[src/rtl/uart_fifo_ctl_pkg.sv]
// Shared constants for the uart FIFO controller: register maps on both sides, status bit
// positions and the sequencer state encoding.
package uart_fifo_ctl_pkg;

  typedef logic [3:0] addr_t;
  typedef logic [7:0] byte_t;

  localparam addr_t UART_RX_ADDR    = 4'd0;
  localparam addr_t UART_TX_ADDR    = 4'd1;
  localparam addr_t UART_STAT_ADDR  = 4'd2;
  localparam addr_t UART_INV_ADDR   = 4'd3;
  localparam addr_t UART_DIVLO_ADDR = 4'd4;
  localparam addr_t UART_DIVHI_ADDR = 4'd5;

  localparam addr_t CPU_DATA_ADDR  = 4'd0;
  localparam addr_t CPU_TX_ADDR    = 4'd1;
  localparam addr_t CPU_STAT_ADDR  = 4'd2;
  localparam addr_t CPU_INV_ADDR   = 4'd3;
  localparam addr_t CPU_DIVLO_ADDR = 4'd4;
  localparam addr_t CPU_DIVHI_ADDR = 4'd5;
  localparam addr_t CPU_IE_ADDR    = 4'd6;

  localparam int STS_RX_NONEMPTY = 0;
  localparam int STS_RX_FULL     = 1;
  localparam int STS_TX_EMPTY    = 2;
  localparam int STS_TX_FULL     = 3;
  localparam int STS_TX_BUSY     = 4;
  localparam int STS_RX_OVF      = 5;
  localparam int STS_TX_OVF      = 6;

  localparam byte_t DIVLO_RESET = 8'h01;

  typedef enum logic [2:0] {
    IDLE,
    CFG,
    STAT,
    RXRD,
    TXCLR,
    TXWR
  } state_e;

endpackage

[src/rtl/uart_fifo_ctl_if.sv]
// Signal bundle for the CPU io bus and the uart io port; the controller uses the slave view,
// whatever surrounds it (CPU plus uart) uses the master view.
interface uart_fifo_ctl_if;
  import uart_fifo_ctl_pkg::*;

  addr_t io_addr;
  byte_t io_wdata;
  logic  io_write;
  logic  io_read;
  byte_t io_rdata;
  logic  interrupt;
  addr_t u_addr;
  byte_t u_wdata;
  logic  u_write;
  logic  u_read;
  byte_t u_rdata;
  logic  u_interrupt;

  modport slave (
    input  io_addr, io_wdata, io_write, io_read, u_rdata, u_interrupt,
    output io_rdata, interrupt, u_addr, u_wdata, u_write, u_read
  );

  modport master (
    output io_addr, io_wdata, io_write, io_read, u_rdata, u_interrupt,
    input  io_rdata, interrupt, u_addr, u_wdata, u_write, u_read
  );

endinterface

[src/rtl/uart_fifo_ctl_sync_fifo.sv]
// Single-clock FIFO with combinational head; a push into a full FIFO is still taken when a
// pop happens in the same cycle, otherwise it is dropped and flagged on drop_o.
module uart_fifo_ctl_sync_fifo #(
  parameter int WIDTH = 8,
  parameter int DEPTH = 8
) (
  input  logic             clk,
  input  logic             reset,
  input  logic             push_i,
  input  logic             pop_i,
  input  logic [WIDTH-1:0] data_i,
  output logic [WIDTH-1:0] head_o,
  output logic             full_o,
  output logic             empty_o,
  output logic             drop_o
);

  localparam int AW = $clog2(DEPTH);

  logic [WIDTH-1:0] mem_q [DEPTH];
  logic [AW-1:0]    wrPtr_q, rdPtr_q;
  logic [AW:0]      count_q, count_d;
  logic             doPush, doPop;

  assign full_o  = (count_q == (AW+1)'(DEPTH));
  assign empty_o = (count_q == '0);
  assign head_o  = mem_q[rdPtr_q];
  assign doPop   = pop_i & ~empty_o;
  assign doPush  = push_i & (~full_o | doPop);
  assign drop_o  = push_i & ~doPush;

  always_comb begin
    count_d = count_q;
    if (doPush && !doPop) begin
      count_d = count_q + 1'b1;
    end else if (doPop && !doPush) begin
      count_d = count_q - 1'b1;
    end
  end

  always_ff @(posedge clk) begin
    if (!reset) begin
      wrPtr_q <= '0;
      rdPtr_q <= '0;
      count_q <= '0;
    end else begin
      if (doPush) wrPtr_q <= wrPtr_q + 1'b1;
      if (doPop)  rdPtr_q <= rdPtr_q + 1'b1;
      count_q <= count_d;
    end
  end

  // Storage needs no reset: pointers and count decide what is valid.
  always_ff @(posedge clk) begin
    if (doPush) mem_q[wrPtr_q] <= data_i;
  end

endmodule

[src/rtl/uart_fifo_ctl.sv]
// Sequencer between the CPU io bus and one uart: TX/RX byte FIFOs, config shadows forwarded
// on demand, and a polling FSM that services the uart interrupt one register access per cycle.
module uart_fifo_ctl
  import uart_fifo_ctl_pkg::*;
#(
  parameter int TX_DEPTH = 8,
  parameter int RX_DEPTH = 8
) (
  input logic            clk,
  input logic            reset,
  uart_fifo_ctl_if.slave bus
);

  state_e     state_q, state_d;
  logic       txBusy_q, txBusy_d;
  logic       txOvf_q, txOvf_d;
  logic       rxOvf_q, rxOvf_d;
  logic [2:0] pend_q, pend_d;
  logic [1:0] ie_q, ie_d;
  logic [1:0] st_q, st_d;
  logic [1:0] inv_q, inv_d;
  byte_t      divLo_q, divLo_d;
  logic [3:0] divHi_q, divHi_d;

  logic  txPush, txPop, txFull, txEmpty, txDrop;
  logic  rxPush, rxPop, rxFull, rxEmpty, rxDrop;
  byte_t txHead, rxHead;

  logic       uWrite, uRead;
  addr_t      uAddr;
  byte_t      uWdata;
  logic [2:0] pendClr;
  logic       busySet, busyClr;
  byte_t      status, rdata;

  assign txPush = bus.io_write & (bus.io_addr == CPU_TX_ADDR);
  assign rxPop  = bus.io_read  & (bus.io_addr == CPU_DATA_ADDR);

  uart_fifo_ctl_sync_fifo #(.WIDTH(8), .DEPTH(TX_DEPTH)) txFifo (
    .clk(clk), .reset(reset), .push_i(txPush), .pop_i(txPop), .data_i(bus.io_wdata),
    .head_o(txHead), .full_o(txFull), .empty_o(txEmpty), .drop_o(txDrop)
  );

  uart_fifo_ctl_sync_fifo #(.WIDTH(8), .DEPTH(RX_DEPTH)) rxFifo (
    .clk(clk), .reset(reset), .push_i(rxPush), .pop_i(rxPop), .data_i(bus.u_rdata),
    .head_o(rxHead), .full_o(rxFull), .empty_o(rxEmpty), .drop_o(rxDrop)
  );

  // Pending config writes win over interrupt service, which wins over starting a new byte.
  always_comb begin
    state_d = state_q;
    st_d    = st_q;
    uWrite  = 1'b0;
    uRead   = 1'b0;
    uAddr   = '0;
    uWdata  = '0;
    txPop   = 1'b0;
    rxPush  = 1'b0;
    pendClr = '0;
    busySet = 1'b0;
    busyClr = 1'b0;
    unique case (state_q)
      IDLE: begin
        if (pend_q != '0)                state_d = CFG;
        else if (bus.u_interrupt)        state_d = STAT;
        else if (!txBusy_q && !txEmpty)  state_d = TXWR;
      end
      CFG: begin
        uWrite  = 1'b1;
        state_d = IDLE;
        if (pend_q[0]) begin
          uAddr   = UART_INV_ADDR;
          uWdata  = {6'b0, inv_q};
          pendClr = 3'b001;
        end else if (pend_q[1]) begin
          uAddr   = UART_DIVLO_ADDR;
          uWdata  = divLo_q;
          pendClr = 3'b010;
        end else begin
          uAddr   = UART_DIVHI_ADDR;
          uWdata  = {4'b0, divHi_q};
          pendClr = 3'b100;
        end
      end
      STAT: begin
        uRead = 1'b1;
        uAddr = UART_STAT_ADDR;
        st_d  = bus.u_rdata[1:0];
        if (bus.u_rdata[1])      state_d = RXRD;
        else if (bus.u_rdata[0]) state_d = TXCLR;
        else                     state_d = IDLE;
      end
      RXRD: begin
        uRead   = 1'b1;
        uAddr   = UART_RX_ADDR;
        rxPush  = 1'b1;
        state_d = st_q[0] ? TXCLR : IDLE;
      end
      TXCLR: begin
        uWrite  = 1'b1;
        uAddr   = UART_STAT_ADDR;
        uWdata  = 8'h01;
        busyClr = 1'b1;
        state_d = IDLE;
      end
      TXWR: begin
        uWrite  = 1'b1;
        uAddr   = UART_TX_ADDR;
        uWdata  = txHead;
        txPop   = 1'b1;
        busySet = 1'b1;
        state_d = IDLE;
      end
      default: state_d = IDLE;
    endcase
  end

  // A CPU shadow write re-arms its pend bit even when CFG clears it on the same edge.
  always_comb begin
    txBusy_d = txBusy_q;
    txOvf_d  = txOvf_q;
    rxOvf_d  = rxOvf_q;
    pend_d   = pend_q & ~pendClr;
    ie_d     = ie_q;
    inv_d    = inv_q;
    divLo_d  = divLo_q;
    divHi_d  = divHi_q;
    if (busySet)      txBusy_d = 1'b1;
    else if (busyClr) txBusy_d = 1'b0;
    if (bus.io_write) begin
      unique case (bus.io_addr)
        CPU_STAT_ADDR: begin
          if (bus.io_wdata[5]) rxOvf_d = 1'b0;
          if (bus.io_wdata[6]) txOvf_d = 1'b0;
        end
        CPU_INV_ADDR: begin
          inv_d     = bus.io_wdata[1:0];
          pend_d[0] = 1'b1;
        end
        CPU_DIVLO_ADDR: begin
          divLo_d   = bus.io_wdata;
          pend_d[1] = 1'b1;
        end
        CPU_DIVHI_ADDR: begin
          divHi_d   = bus.io_wdata[3:0];
          pend_d[2] = 1'b1;
        end
        CPU_IE_ADDR: ie_d = bus.io_wdata[1:0];
        default: ;
      endcase
    end
    if (txDrop) txOvf_d = 1'b1;
    if (rxDrop) rxOvf_d = 1'b1;
  end

  always_ff @(posedge clk) begin
    if (!reset) begin
      state_q  <= IDLE;
      txBusy_q <= 1'b0;
      txOvf_q  <= 1'b0;
      rxOvf_q  <= 1'b0;
      pend_q   <= '0;
      ie_q     <= '0;
      st_q     <= '0;
      inv_q    <= '0;
      divLo_q  <= DIVLO_RESET;
      divHi_q  <= '0;
    end else begin
      state_q  <= state_d;
      txBusy_q <= txBusy_d;
      txOvf_q  <= txOvf_d;
      rxOvf_q  <= rxOvf_d;
      pend_q   <= pend_d;
      ie_q     <= ie_d;
      st_q     <= st_d;
      inv_q    <= inv_d;
      divLo_q  <= divLo_d;
      divHi_q  <= divHi_d;
    end
  end

  always_comb begin
    status                  = '0;
    status[STS_RX_NONEMPTY] = ~rxEmpty;
    status[STS_RX_FULL]     = rxFull;
    status[STS_TX_EMPTY]    = txEmpty;
    status[STS_TX_FULL]     = txFull;
    status[STS_TX_BUSY]     = txBusy_q;
    status[STS_RX_OVF]      = rxOvf_q;
    status[STS_TX_OVF]      = txOvf_q;
  end

  always_comb begin
    rdata = '0;
    unique case (bus.io_addr)
      CPU_DATA_ADDR:  rdata = rxEmpty ? 8'h00 : rxHead;
      CPU_STAT_ADDR:  rdata = status;
      CPU_INV_ADDR:   rdata = {6'b0, inv_q};
      CPU_DIVLO_ADDR: rdata = divLo_q;
      CPU_DIVHI_ADDR: rdata = {4'b0, divHi_q};
      CPU_IE_ADDR:    rdata = {6'b0, ie_q};
      default:        rdata = '0;
    endcase
  end

  assign bus.io_rdata  = rdata;
  assign bus.interrupt = (ie_q[0] & ~rxEmpty) | (ie_q[1] & txEmpty & ~txBusy_q);

  // The uart is held in reset from the same net, so its port is silenced immediately.
  assign bus.u_write = reset & uWrite;
  assign bus.u_read  = reset & uRead;
  assign bus.u_addr  = reset ? uAddr : 4'h0;
  assign bus.u_wdata = reset ? uWdata : 8'h00;

endmodule

[src/flat_wrapper.sv]
// flat-port wrapper written by rule: the top's interface ports become plain ports
module uart_fifo_ctl_flat import uart_fifo_ctl_pkg::*;
#(
  parameter int TX_DEPTH = 8,
  parameter int RX_DEPTH = 8
)
  (clk, reset, bus_io_addr, bus_io_wdata, bus_io_write, bus_io_read, bus_u_rdata, bus_u_interrupt, bus_io_rdata, bus_interrupt, bus_u_addr, bus_u_wdata, bus_u_write, bus_u_read);
  uart_fifo_ctl_if bus_i ();
  input logic clk;
  input logic reset;
  input wire logic [$bits(bus_i.io_addr)-1:0] bus_io_addr;
  input wire logic [$bits(bus_i.io_wdata)-1:0] bus_io_wdata;
  input wire logic [$bits(bus_i.io_write)-1:0] bus_io_write;
  input wire logic [$bits(bus_i.io_read)-1:0] bus_io_read;
  input wire logic [$bits(bus_i.u_rdata)-1:0] bus_u_rdata;
  input wire logic [$bits(bus_i.u_interrupt)-1:0] bus_u_interrupt;
  output wire logic [$bits(bus_i.io_rdata)-1:0] bus_io_rdata;
  output wire logic [$bits(bus_i.interrupt)-1:0] bus_interrupt;
  output wire logic [$bits(bus_i.u_addr)-1:0] bus_u_addr;
  output wire logic [$bits(bus_i.u_wdata)-1:0] bus_u_wdata;
  output wire logic [$bits(bus_i.u_write)-1:0] bus_u_write;
  output wire logic [$bits(bus_i.u_read)-1:0] bus_u_read;
  assign bus_i.io_addr = bus_io_addr;
  assign bus_i.io_wdata = bus_io_wdata;
  assign bus_i.io_write = bus_io_write;
  assign bus_i.io_read = bus_io_read;
  assign bus_i.u_rdata = bus_u_rdata;
  assign bus_i.u_interrupt = bus_u_interrupt;
  assign bus_io_rdata = bus_i.io_rdata;
  assign bus_interrupt = bus_i.interrupt;
  assign bus_u_addr = bus_i.u_addr;
  assign bus_u_wdata = bus_i.u_wdata;
  assign bus_u_write = bus_i.u_write;
  assign bus_u_read = bus_i.u_read;
  uart_fifo_ctl #(.TX_DEPTH(TX_DEPTH), .RX_DEPTH(RX_DEPTH)) u_core (.clk(clk), .reset(reset), .bus(bus_i));
endmodule
[config.mk]
export PLATFORM = sky130hd
export DESIGN_NAME = uart_fifo_ctl_flat
export DESIGN_NICKNAME = d
export VERILOG_FILES = /design/src/rtl/uart_fifo_ctl_pkg.sv /design/src/rtl/uart_fifo_ctl_if.sv /design/src/rtl/uart_fifo_ctl_sync_fifo.sv /design/src/rtl/uart_fifo_ctl.sv /design/src/flat_wrapper.sv
export SDC_FILE = /design/constraint.sdc
export NUM_CORES = 1
export LEC_CHECK = 0
export ABC_AREA = 1
export CORE_MARGIN = 4
export CORE_UTILIZATION = 59
export DETAILED_ROUTE_END_ITERATION = 10
export GPL_ROUTABILITY_DRIVEN = 0
export PLACE_DENSITY = 0.79
export SLEW_MARGIN = 20
export SYNTH_ARGS = -nofsm -noshare
export SYNTH_HDL_FRONTEND = slang
export SYNTH_SLANG_ARGS = --single-unit
[constraint.sdc]
create_clock -name clk -period 2.7 [get_ports clk]
set_clock_uncertainty 0.15 [all_clocks]
set_input_delay 0.27 -clock clk [delete_from_list [all_inputs] [get_ports clk]]
set_output_delay 0.27 -clock clk [all_outputs]
set_load 0.01 [all_outputs]
======== After elaboration in Yosys (flattened, before gate mapping) ========
Memory sizes are Yosys's and may differ from the RTL's. A register that Yosys moved wholly into a read port is not among the register bits.
Index checks and enable logic that the tools add are counted.
storage, ports and cells
  flip-flop bits (word level) ............. 46
  bits in latches ......................... 0
  memory bits (writable) .................. 128
  memory bits (read-only) ................. 0
  input bits .............................. 25
  output and inout bits ................... 23
  word-level logic and storage cells ...... 150
  memories kept ........................... 2
memory list
  memory               words  width  rd ports  clocked after Yosys merged registers in  wr ports  line                           source
  u_core.rxFifo.mem_q  8      8      1         1                                        1         uart_fifo_ctl_sync_fifo.sv:20  logic [WIDTH-1:0] mem_q [DEPTH];
  u_core.txFifo.mem_q  8      8      1         1                                        1         uart_fifo_ctl_sync_fifo.sv:20
cells by class
  add/sub/neg operators ................... 8
  multiply operators ...................... 0
  divide/modulo/power cells ............... 0
  order comparisons ....................... 0
  eq/ne operators ......................... 14
  shift operators ......................... 0
  multiplexer cells ....................... 51
  bitwise operators ....................... 25
  reduce and logical (&&, ||, !) cells .... 34
operators with widths
  operator               count
  $pmux W8 S6            1
  $mux W3                14
  $mux W8                4
  $mux W4                6
  $pmux W8 S3            1
  $mux W1                23
  $reduce_bool A2 Y1     9
  $and A1 B1 Y1          13
  $add A3 B1 Y3 const B  4
  $eq A4 B3 Y1 const B   3
  $logic_not A4 Y1       3
  $pmux W4 S3            1
  $pmux W3 S3            1
  $add A4 B1 Y4 const B  2
  $eq A4 B2 Y1 const B   2
  $eq A4 B4 Y1 const B   2
  $reduce_and A2 Y1      4
  $sub A4 B1 Y4 const B  2
  $not A1 Y1             7
  $eq A3 B2 Y1 const B   2
  $eq A3 B3 Y1 const B   2
  $logic_not A1 Y1       6
  $reduce_and A3 Y1      2
  $logic_and A1 B1 Y1    5
  10 further kinds       13

======== Depth between registers and ports, before layout ========
Gate-level depths: netlist (run 1).
  depth after elaboration ................. 9
  gate-level depth with buffers ........... 16
  depth with buffers taken out ............ 16

======== Hierarchy ========
Synthesis (run 1) repeated with hierarchy kept, for this count alone.
second synthesis, totals
  cell total of the unflattened synthesis .. 917
  area total of the unflattened synthesis .. 8335.5 sq um
modules (own cells, without submodules)
  module                   times used  cells an instance  area each (sq um)  sequential area each (sq um)
  uart_fifo_ctl_sync_fifo  2           317                3339.5             2182.1
  uart_fifo_ctl            1           283                1656.6             520.5

======== Least setup slack after synthesis (run 1) ========
No wires, ideal clock.
  path type ............................... reg-to-reg
  start ................................... register u_core.txFifo.count_q[0]
  end ..................................... register u_core.txFifo.count_q[3]
  setup time .............................. 0.134 ns
  arrival ................................. 1.874 ns
  data required time ...................... 2.416 ns
  slack ................................... 0.543 ns
  stages on the path, launching flop included .. 16
  path buffers ............................ 0
  clock period less this slack ............ 2.157 ns
  cells stage by stage .................... dfxtp_1 > nor2_1 > nand3_1 > inv_1 > nand2_1 > nand2_2 > clkinv_4 > ha_1 > inv_1 > ha_1 > a21oi_1 > nand2_1 > nand2_1 > nand2_1 > nand2_1 > a21oi_1
between the ends
  word-level cells in the longest chain between the ends .. 8
  elaborated cells between the ends (all ways) .. 16
  those cells by class .................... add/sub: 2; eq/ne: 1; mux: 2; bitwise: 5; reduce/logical: 6
RTL lines
  what                                 line                           source
  start: declaration                   uart_fifo_ctl_sync_fifo.sv:22  logic [AW:0] count_q, count_d;
  start signal: assignment             uart_fifo_ctl_sync_fifo.sv:49  count_q <= count_d;
  $logic_not A4 Y1                     uart_fifo_ctl_sync_fifo.sv:26  assign empty_o = (count_q == '0);
  $not A1 Y1                           uart_fifo_ctl_sync_fifo.sv:28  assign doPop = pop_i & ~empty_o;
  $and A1 B1 Y1                        uart_fifo_ctl_sync_fifo.sv:28
  $or A1 B1 Y1 (*)                     uart_fifo_ctl_sync_fifo.sv:29  assign doPush = push_i & (~full_o | doPop);
  $and A1 B1 Y1 (*)                    uart_fifo_ctl_sync_fifo.sv:29
  named net u_core.txFifo.doPush       uart_fifo_ctl_sync_fifo.sv:23  logic doPush, doPop;
  $logic_not A1 Y1                     uart_fifo_ctl_sync_fifo.sv:36  end else if (doPop && !doPush) begin
  $logic_and A1 B1 Y1                  uart_fifo_ctl_sync_fifo.sv:36
  $reduce_bool A2 Y1 (no source line)  -
The timed path passes the listed nets; every way through them passes the cells marked *. The select of a mux whose other input is x is not followed.
A chain may end at the register's enable or synchronous reset.

======== Worst setup path after layout (run 1) ========
  start ................................... input bus_io_addr[2]
  end ..................................... output bus_io_rdata[2]
between the ends
  word-level cells in the longest chain between the ends .. 2
  elaborated cells between the ends (all ways) .. 7
  those cells by class .................... eq/ne: 5; mux: 1; reduce/logical: 1
RTL lines
  what                                  line                  source
  start: declaration                    flat_wrapper.sv:11    input wire logic [$bits(bus_i.io_addr)-1:0] bus_io_addr;
  $eq A4 B3 Y1 (tied with other cells)  uart_fifo_ctl.sv:195  unique case (bus.io_addr)
  $pmux W8 S6 (*)                       uart_fifo_ctl.sv:195
  end: declaration                      flat_wrapper.sv:17    output wire logic [$bits(bus_i.io_rdata)-1:0] bus_io_rdata;
Mark *: on every way between the ends. The rest lies on a longest branch, timed or not.

==> metrics.cfg, run 1 <==
[cells_and_area]
n_fill_cell=948
stdcell_count=1122
n_antenna_cell=0
mostFrequentLayoutCells=nand2_1, edfxtp_1, nor2_1, inv_1, nand3_1
mostFrequentLayoutCell=nand2_1
drive_above_1_share_pct=14.8
area_growth_pct=20.0
nets=970
fin_area_mm2=0.00971
fin_util_pct=72.8

[setup_path]
cpMostUsedCell=clkdlybuf4s50_1
arrival_ps=2190
cp_slowest_stage_delay_ps=540
critPathTopFamily=buffers and inverters
cp.depth=8
crit_buf_inv=3
start_kind=primary input
crit_chain=clkdlybuf4s50_1 > inv_1 > nor2_4 > nand3_1 > o22ai_1 > a21oi_1 > nand2_1 > clkdlybuf4s50_1
end_kind=output port
crit_fanout=5
crit_path_top_delay_cell=clkdlybuf4s50_1
rr_worst_depth=17
worstPathRequired_ps=2280
worstSetupPathType=in -> out

[hold_path]
hp-class=in -> reg
holdPathStages=5

[synthesis]
ys_top_cells_by_area=edfxtp_1, dfxtp_1, nand2_1, nor2_1, nand3_1
synthSimpleGateAreaFrac_pct=21.6
synthesis.area_per_instance_um2=9.51
syn_area_mm2=0.00809
yosysSeqAreaShare_pct=60.4
synth_fp_nets=888
synth_compound_area_share_pct=8.64
synthFlopType=edfxtp_1
synth.area.mux_share_pct=0
synth_top_cell_by_area=edfxtp_1
synth-async-reset-ratio_pct=0
ys_warn_count=0
ys_types=41
synthAdderAreaFrac_pct=2.04
synth_top_cell_area_share_pct=47.5
synth_edf_count=128
synth_top_family_by_area=simple AND/OR/NAND/NOR gates
ys_seq_elements=180
synth_xor_area_share_pct=1.08
syn-instance-count=851

[die]
ios=48
num_rows=42
initial_core_util_pct=60.6
die_width_um=125
fp.dieH_um=125
core_mm2=0.0133
die_area_mm2=0.0157

[routing]
drtAntennaViolNets=0
drc=0
drtPass1Iterations=7
via_per_inst=5.59
wl_per_cell_um=17.2
drt_iter0_markers=684
drt_wl_total_mm=19.3
vias=6272

[timing]
rsz0062_at_grt=true
drv_slew=0
tightestPinTransition_ps=536
tns_ps=0
period_share_pct=96.9
timing.final.ws_setup_ps=85.0
setup_viol=0
final.min_clock_period_ps=2610
max_freq_mhz=382
final_hold_viol_count=0
slew_headroom_pct=64.1

[clock_network]
clkLatencyLatePin_ps=440
hold_buffers=0
cts_tree=built
clkSlewWorstSetupHoldPaths_ps=60
cts.path.max_buffers=2
clock-sinks=180
cts_max_level=4
cts_made_buffers=17
root_buffer=clkbuf_16

[place]
hpwl_mm=13.0
placedInstanceArea_mm2=0.00898
place_ws_ps=-34.2
dp.cells=1088
port_buffers=46

[status]
status=finished clean

[global_route]
grt_max_degree=33
antenna_found_initial=0
overflow=0
grtUsageTotal_pct=25.4
grt_pass1_wl_mm=31.4
grt_pass1_vias=6121

[power_and_ir_drop]
p_leak_uw=0.00390
ir_worst_vdd_uv=426
powerDensity_mw_per_mm2=611

[run]
drv_cap=0

==> routing by layer <==
layer / wire [um] / vias up / track usage [%]
li1: - / 3002 / -
met1: 8180 / 2956 / 34.6
met2: 9270 / 280 / 40.9
met3: 1490 / 34 / 5.33
met4: 373 / 0 / 8.74
met5: 0 / - / 0
==> metrics by stage <==
step	power, uW	hold WS (ps)
floorplan	3270	219
global placement	3430	305
detailed placement	3440	310
CTS	5930	320
global route	6110	262
finish	5940	230
==> worst paths after layout <==
check                                                    start  slack (ps)                                     to
worst max-delay path                            bus_io_addr[2]          90                        bus_io_rdata[2]
worst max register to register  u_core.state_q[1]$_SDFFE_PN0P_         250  u_core.txFifo.count_q[3]$_SDFFE_PN0P_
worst min-delay path                            bus_io_addr[0]         230            u_core.txOvf_q$_SDFFE_PN0P_
worst min register to register     u_core.pend_q[2]$_SDFF_PN0_         320            u_core.pend_q[2]$_SDFF_PN0_
==> report_power, final <==
group          switching (uW)  total, uW  internal, uW
Sequential               25.1       3010          2980
Clock                    1060       2540          1480
Combinational             243        393           150
==> synthesized netlist by cell type, types with 2 or more instances <==
master      n
nand2_1   201
edfxtp_1  128
nor2_1    100
inv_1      78
nand3_1    64
o21ai_0    56
dfxtp_1    52
a21oi_1    47
buf_2      14
o211ai_1   14
ha_1       10
inv_2      10
clkbuf_1    8
xor2_1      8
nand2_2     5
nor2_2      5
nor2_4      5
nand4_1     4
nor3_1      4
o22ai_1     4
buf_1       3
buf_6       3
nand2_4     3
nand3_2     3
a21oi_2     2
fa_1        2
nor3_2      2
nor3_4      2
xnor2_1     2
==> cells by family after synthesis <==
kind of cell	Yosys count
AND/OR/NAND/NOR	401
adder cells (fa/ha/maj)	12
other	1
XOR/XNOR	10
AO/OA/AOI/OAI	127
buffers and inverters	120
flip-flops	180
==> worst register-to-register path, cell delays in order (launching register included) <==
cell and delay, ps:
dfxtp_1 340, inv_2 90, nand2_1 130, nor2_4 160, buf_4 170, inv_1 40, nand2_1 70, nand2_2 70
clkinv_4 50, ha_1 170, inv_1 90, ha_1 350, a21oi_1 200, nand2_1 70, nand2_1 60, nand2_1 50
nand2_1 50, a21oi_1 50
==> layout make-up <==
type                    instances  area [um2]  share of cell area, %
clock buffers                  19         475                   4.90
clock inverters                13         145                   1.49
inverters                      90         343                   3.53
multi-input cells             551        2760                   28.4
flip-flops and latches        180        4900                   50.4
well taps                     176         220                   2.27
repair buffers                 93         877                   9.03
==> registers in the layout, summed over array words and instances, names as in the netlist, named ones only <==
name,count
u_core.divHi_q,4
u_core.divLo_q,8
u_core.ie_q,2
u_core.inv_q,2
u_core.pend_q,3
u_core.rxFifo.count_q,4
u_core.rxFifo.mem_q,64
u_core.rxFifo.rdPtr_q,3
u_core.rxFifo.wrPtr_q,3
u_core.rxOvf_q,1
u_core.st_q,1
u_core.state_q,3
u_core.txBusy_q,1
u_core.txFifo.count_q,4
u_core.txFifo.mem_q,64
u_core.txFifo.rdPtr_q,3
u_core.txFifo.wrPtr_q,3
u_core.txOvf_q,1
==> repair_timing <==
action	in CTS	in global routing
buffers inserted	1	1
pin swaps	2	5
endpoints found under the setup margin	11	12
resized for setup	13	26
No activity file was read; power rests on OpenSTA's default activity.
==> run 2: changes to the inputs <==
--- a/config.mk
+++ b/config.mk
@@ -7,10 +7,10 @@
 export LEC_CHECK = 0
 export ABC_AREA = 1
 export CORE_MARGIN = 4
-export CORE_UTILIZATION = 59
+export CORE_UTILIZATION = 60
 export DETAILED_ROUTE_END_ITERATION = 10
 export GPL_ROUTABILITY_DRIVEN = 0
-export PLACE_DENSITY = 0.79
+export PLACE_DENSITY = 0.8
 export SLEW_MARGIN = 20
 export SYNTH_ARGS = -nofsm -noshare
 export SYNTH_HDL_FRONTEND = slang
==> constraint.sdc (replaced) <==
create_clock -name clk -period 3.1 [get_ports clk]
set_clock_uncertainty 0.15 [all_clocks]
set_input_delay 0.31 -clock clk [delete_from_list [all_inputs] [get_ports clk]]
set_output_delay 0.31 -clock clk [all_outputs]
set_load 0.01 [all_outputs]
==> metrics.cfg, run 2 (synthesized netlist as in run 1, its figures left out) <==
[setup_path]
worstPathRequired_ps=2640  ; was 2280 ps
worstSetupPathType=reg -> out  ; was in -> out
crit_path_top_delay_cell=clkdlybuf4s50_1  ; unchanged
cp_slowest_stage_delay_ps=570  ; was 540 ps
crit_chain=inv_1 > buf_4 > nand2_1 > nand2_1 > nand2_1 > nand3_1 > nand3_1 > a21oi_1 > clkdlybuf4s50_1  ; was clkdlybuf4s50_1 > inv_1 > nor2_4 > nand3_1 > o22ai_1 > a21oi_1 > nand2_1 > clkdlybuf4s50_1
arrival_ps=2460  ; was 2190 ps
crit_fanout=32  ; was 5
end_kind=output port  ; unchanged
cpMostUsedCell=nand2_1  ; was clkdlybuf4s50_1
start_kind=flip-flop  ; was primary input
crit_buf_inv=3  ; unchanged
critPathTopFamily=buffers and inverters  ; unchanged

[global_route]
overflow=0  ; unchanged
grt_pass1_wl_mm=29.6  ; was 31.4 mm
grt_pass1_vias=5752  ; was 6121
grt_max_degree=33  ; unchanged
antenna_found_initial=0  ; unchanged
grtUsageTotal_pct=25.7  ; was 25.4%

[die]
ios=48  ; unchanged
initial_core_util_pct=61.1  ; was 60.6%
die_width_um=124  ; was 125 um
core_mm2=0.0132  ; was 0.0133 mm2
die_area_mm2=0.0154  ; was 0.0157 mm2
num_rows=42  ; unchanged
fp.dieH_um=124  ; was 125 um

[run]
drv_cap=0  ; unchanged

[cells_and_area]
multi_input_area_mm2=0.00271  ; was 0.00276 mm2
reg.largest.list=u_core.rxFifo.mem_q: 64 flops, u_core.txFifo.mem_q: 64 flops, u_core.divLo_q: 8 flops  ; unchanged
seq_area_mm2=0.00489  ; was 0.00490 mm2
mostFrequentLayoutCell=nand2_1  ; unchanged
fin_area_mm2=0.00936  ; was 0.00971 mm2
fin_util_pct=70.7  ; was 72.8%
nets=954  ; was 970
mostFrequentLayoutCells=nand2_1, edfxtp_1, nor2_1, inv_1, nand3_1  ; unchanged
n_fill_cell=1008  ; was 948
area_growth_pct=15.7  ; was 20.0%
drive_above_1_share_pct=10.9  ; was 14.8%
n_antenna_cell=0  ; unchanged

[power_and_ir_drop]
swShare_pct=22.4  ; was 22.3%
p_leak_uw=0.00363  ; was 0.00390 uW
comb_power_share_pct=6.6  ; about the same
powerDensity_mw_per_mm2=516  ; was 611 mW/mm2
ir_worst_vdd_uv=300  ; was 426 uV
intPower_uw=3750  ; was 4610 uW
netSwitchingPower_uw=1080  ; was 1320 uW
clkPwrFrac_pct=39.2  ; was 42.7%
power.share.sequential_pct=54.2  ; was 50.7%

[routing]
drt_iter0_markers=677  ; was 684
drtPass1Iterations=6  ; was 7
wl_per_cell_um=16.9  ; was 17.2 um
vias=6156  ; was 6272
drt_wl_total_mm=18.7  ; was 19.3 mm
drtAntennaViolNets=0  ; unchanged
drc=0  ; unchanged
via_per_inst=5.57  ; was 5.59

[clock_network]
cts_max_level=4  ; unchanged
clock-sinks=180  ; unchanged
clkSlewWorstSetupHoldPaths_ps=60  ; about the same
root_buffer=clkbuf_16  ; unchanged
cts.path.max_buffers=2  ; unchanged
clkLatencyLatePin_ps=430  ; was 440 ps
cts_setup_buffers=0  ; was 1
cts_tree=built  ; unchanged
cts_made_buffers=17  ; unchanged

[timing]
tightestPinTransition_ps=570  ; was 536 ps
timing.final.ws_setup_ps=181  ; was 85.0 ps
slew_headroom_pct=61.9  ; was 64.1%
final_hold_viol_count=0  ; unchanged
drv_slew=0  ; unchanged
tns_ps=0  ; unchanged
rsz0062_at_grt=false  ; was true
final.min_clock_period_ps=2920
max_freq_mhz=343
setup_viol=0  ; unchanged
period_share_pct=94.2

[place]
place_ws_ps=170  ; was -34.2 ps
placedInstanceArea_mm2=0.00885  ; was 0.00898 mm2
port_buffers=46  ; unchanged
hpwl_mm=12.8  ; was 13.0 mm

[status]
status=finished clean  ; unchanged

[hold_path]
hp-class=reg -> reg  ; was in -> reg

[run 2: cell count changes in the layout (fill, tap and decap cells not counted), moves of 4 or more]
cell | before | now
dlymetal6s2s_1 | 7 | 0
clkinv_4 | 7 | 2
dfxtp_1 | 45 | 51
clkinv_2 | 2 | 7
buf_4 | 42 | 31
nand2_1 | 196 | 201
dfxtp_2 | 6 | 1
clkdlybuf4s50_1 | 37 | 46
nor2_1 | 96 | 100
nand2_2 | 10 | 5
[run 2: metal layers]
| metal | track usage [%] | vias up | routed length [um] |
|---|---|---|---|
| li1 | - | 2970 | - |
| met1 | 35.4 | 2872 | 7990 |
| met4 | 8.90 | 0 | 315 |
| met2 | 40.7 | 274 | 8990 |
| met5 | 0 | - | 0 |
| met3 | 5.40 | 40 | 1410 |
[run 2: area by class of cell]
type,instances,area share (%)
sequential,180,52.2
multi-input combinational,551,28.9
timing repair buffer,77,7.40
clock buffer,21,4.81
inverter,90,3.66
tap,176,2.35
clock inverter,11,0.668
[run 2: through the flow]
step / hold WS [ps] / power [uW] / cells
floorplan: 259 / 2850 / 851
global placement: 303 / 2980 / 1074
detailed placement: 305 / 2990 / 1074
CTS: 314 / 4830 / 1106
global route: 329 / 4970 / 1106
finish: 312 / 4830 / 1106
[run 2: power by group through the flow]
stage | sequential [uW] | combinational [uW] | clock [uW]
6_report | 2620 | 318 | 1890
5_1_grt | 2620 | 352 | 2000
4_1_cts | 2620 | 316 | 1900
3_5_place_dp | 2670 | 314 | 0
3_3_place_gp | 2670 | 306 | 0
2_1_floorplan | 2670 | 180 | 0
[run 2: worst min-delay path, delay by kind of cell, from the launching register on]
| kind | cells | cell delay (ps) |
|---|---|---|
| AND/OR/NAND/NOR | 1 | 60 |
| flip-flops | 1 | 310 |
| AO/OA/AOI/OAI | 1 | 50 |
[run 2: path summary, 6_finish.rpt]
check,start,cells past startpoint,slack [ps],end
worst max register to register,u_core.txFifo.count_q[0]$_SDFFE_PN0P_,11,560,u_core.txFifo.count_q[3]$_SDFFE_PN0P_
worst min register to register,u_core.st_q[0]$_SDFFE_PN0N_,2,310,u_core.state_q[2]$_SDFFE_PN0P_
worst max-delay path,flip-flop,9,180,bus_u_wdata[2]
worst min-delay path,u_core.st_q[0]$_SDFFE_PN0N_,2,310,u_core.state_q[2]$_SDFFE_PN0P_
[run 2: what timing repair did]
action | CTS | global route
gates resized for setup | 0 | 1
setup endpoints to repair | 0 | 2
hold buffers | 0 | 0
==> run 3: changes to the inputs <==
--- a/config.mk
+++ b/config.mk
@@ -6,12 +6,13 @@
 export NUM_CORES = 1
 export LEC_CHECK = 0
 export ABC_AREA = 1
+export CORE_ASPECT_RATIO = 1.1
 export CORE_MARGIN = 4
 export CORE_UTILIZATION = 60
 export DETAILED_ROUTE_END_ITERATION = 10
 export GPL_ROUTABILITY_DRIVEN = 0
 export PLACE_DENSITY = 0.8
-export SLEW_MARGIN = 20
+export SLEW_MARGIN = 10
 export SYNTH_ARGS = -nofsm -noshare
 export SYNTH_HDL_FRONTEND = slang
 export SYNTH_SLANG_ARGS = --single-unit
==> metrics.cfg, run 3 (synthesized netlist as in run 1, its figures left out) <==
[global_route]
antenna_found_initial=0  ; unchanged
overflow=0  ; unchanged
grt_pass1_vias=5694  ; was 5752
grtUsageTotal_pct=24.9  ; was 25.7%
grt_max_degree=33  ; unchanged
grt_pass1_wl_mm=29.5  ; was 29.6 mm

[setup_path]
crit_fanout=21  ; was 32
r2r-end=u_core.txFifo.count_q[3]$_SDFFE_PN0P_  ; unchanged
worstPathRequired_ps=2640  ; about the same
worstSetupPathType=reg -> out  ; unchanged
cp.depth=7  ; was 9
crit_path_top_delay_cell=clkdlybuf4s50_1  ; unchanged
critPathTopFamily=buffers and inverters  ; unchanged
crit_chain=clkinvlp_4 > buf_4 > o21ai_0 > o211ai_1 > nand3_1 > nand2_1 > clkdlybuf4s50_1  ; was inv_1 > buf_4 > nand2_1 > nand2_1 > nand2_1 > nand3_1 > nand3_1 > a21oi_1 > clkdlybuf4s50_1
crit_buf_inv=3  ; unchanged
cp_slowest_stage_delay_ps=480  ; was 570 ps
r2r-start=u_core.state_q[1]$_SDFFE_PN0P_  ; was u_core.txFifo.count_q[0]$_SDFFE_PN0P_
arrival_ps=2500  ; was 2460 ps
rr_worst_depth=13  ; was 11
end_kind=output port  ; unchanged
ff2ff_setup_slack_ps=490  ; was 560 ps
endpoint=bus_io_rdata[6]  ; was bus_u_wdata[2]
start_kind=flip-flop  ; unchanged

[die]
die_area_mm2=0.0154  ; about the same
num_rows=44  ; was 42
die_width_um=119  ; was 124 um
ios=48  ; unchanged
initial_core_util_pct=61.3  ; was 61.1%
core_mm2=0.0132  ; about the same
fp.dieH_um=130  ; was 124 um

[power_and_ir_drop]
comb_power_share_pct=6.3  ; was 6.6%
powerDensity_mw_per_mm2=532  ; was 516 mW/mm2
power.share.sequential_pct=52.4  ; was 54.2%
clkPwrFrac_pct=41.2  ; was 39.2%
ir_worst_vdd_uv=368  ; was 300 uV
swShare_pct=22.0  ; was 22.4%
total_power_uw=4990  ; was 4830 uW
netSwitchingPower_uw=1100  ; was 1080 uW
p_leak_uw=0.00364  ; was 0.00363 uW
intPower_uw=3900  ; was 3750 uW

[routing]
wl_per_cell_um=17.0  ; was 16.9 um
drt_iter0_markers=566  ; was 677
drtPass1Iterations=5  ; was 6
via_per_inst=5.58  ; was 5.57
maxUsedRoutingLayer=met4  ; unchanged
drt_wl_total_mm=18.6  ; was 18.7 mm
wl_met1_mm=7.86  ; was 7.99 mm
drtAntennaViolNets=0  ; unchanged
drc=0  ; unchanged
wl_met3_mm=1.33  ; was 1.41 mm
vias=6082  ; was 6156
wl_met2_mm=9.03  ; was 8.99 mm

[clock_network]
root_buffer=clkbuf_16  ; unchanged
clkSlewWorstSetupHoldPaths_ps=70  ; was 60 ps
clock-sinks=180  ; unchanged
cts.path.max_buffers=2  ; unchanged
cts_max_level=4  ; unchanged
hold_buffers=0  ; unchanged
cts_made_buffers=17  ; unchanged
clkLatencyLatePin_ps=430  ; about the same
cts_tree=built  ; unchanged

[place]
hpwl_mm=12.4  ; was 12.8 mm
port_buffers=46  ; unchanged
placedInstanceArea_mm2=0.00882  ; was 0.00885 mm2

[cells_and_area]
reg.largest.list=u_core.rxFifo.mem_q: 64 flops, u_core.txFifo.mem_q: 64 flops, u_core.divLo_q: 8 flops  ; unchanged
n_antenna_cell=0  ; unchanged
fin_util_pct=71.1  ; was 70.7%
drive_above_1_share_pct=10.9  ; about the same
mostFrequentLayoutCells=nand2_1, edfxtp_1, nor2_1, inv_1, nand3_1  ; unchanged
nets=953  ; was 954
fin_area_mm2=0.00940  ; was 0.00936 mm2
area_growth_pct=16.1  ; was 15.7%
mostFrequentLayoutCell=nand2_1  ; unchanged

[timing]
tns_ps=0  ; unchanged
final_hold_viol_count=0  ; unchanged
drv_slew=0  ; unchanged
whs_ps=315  ; was 312 ps
setup_viol=0  ; unchanged
max_freq_mhz=338  ; was 343 MHz
rsz0062_at_grt=false  ; unchanged
tightestPinTransition_ps=570  ; about the same
period_share_pct=95.4  ; was 94.2%
slew_headroom_pct=61.9  ; about the same
final.min_clock_period_ps=2960  ; was 2920 ps

[run]
drv_cap=0  ; unchanged

[status]
status=finished clean  ; unchanged

[hold_path]
hp-class=reg -> reg  ; unchanged

run 3: cell type report:
type	instances	area (um2)
fillers	965	3820
multi-input cells	551	2710
repair buffers	76	686
clock buffers	22	475
flip-flops and latches	180	4880
well taps	161	201
clock inverters	10	95.1
inverters	90	347
run 3: worst register-to-register path, cell delays in order (launching register included):
cell and delay (ps):
dfxtp_1 330, inv_2 90, nand2_1 110, nor2_2 320, nand2_1 270, ha_1 290
inv_1 140, ha_1 290, a21oi_1 210, nand2_1 80, nand2_1 70, nand2_1 50
nand2_1 50, a21oi_1 60
run 3: how the worst min path moves through the flow:
stage | from | end | slack (ps) | cells after the start
3_3_place_gp | u_core.st_q[0]$_SDFFE_PN0N_ | u_core.st_q[0]$_SDFFE_PN0N_ | 300 | 2
4_1_cts | u_core.st_q[0]$_SDFFE_PN0N_ | u_core.st_q[0]$_SDFFE_PN0N_ | 320 | 2
6_report | u_core.st_q[0]$_SDFFE_PN0N_ | u_core.st_q[0]$_SDFFE_PN0N_ | 320 | 2
3_5_place_dp | u_core.st_q[0]$_SDFFE_PN0N_ | u_core.st_q[0]$_SDFFE_PN0N_ | 310 | 2
2_1_floorplan | bus_u_rdata[0] | u_core.rxFifo.mem_q[0][0]$_DFFE_PP_ | 260 | 0
5_1_grt | u_core.st_q[0]$_SDFFE_PN0N_ | u_core.st_q[0]$_SDFFE_PN0N_ | 330 | 2
run 3: timing repair:
action / CTS / global route
setup endpoints to repair: 0 / 1
resized for setup: 0 / 1
setup buffers: 0 / 0
run 3: through the flow:
step | setup slack (ps) | std cells
finish | 143 | 1090
global route | 13.2 | 1090
CTS | 60.7 | 1090
detailed placement | 241 | 1058
global placement | 299 | 1058
floorplan | 943 | 851
run 3: power groups by stage:
stage                     Combinational (uW)  Clock (uW)  Sequential (uW)
after CTS                                315        2090             2620
after global placement                   307           0             2670
after floorplan                          180           0             2670
after global routing                     353        2180             2620
after detailed placement                 312           0             2670
final                                    317        2060             2620
run 3: layer usage:
layer	track usage [%]	vias to the layer above
li1	-	2967
met1	32.8	2848
met2	41.2	240
met3	5.68	27
met4	8.86	0
met5	0	-
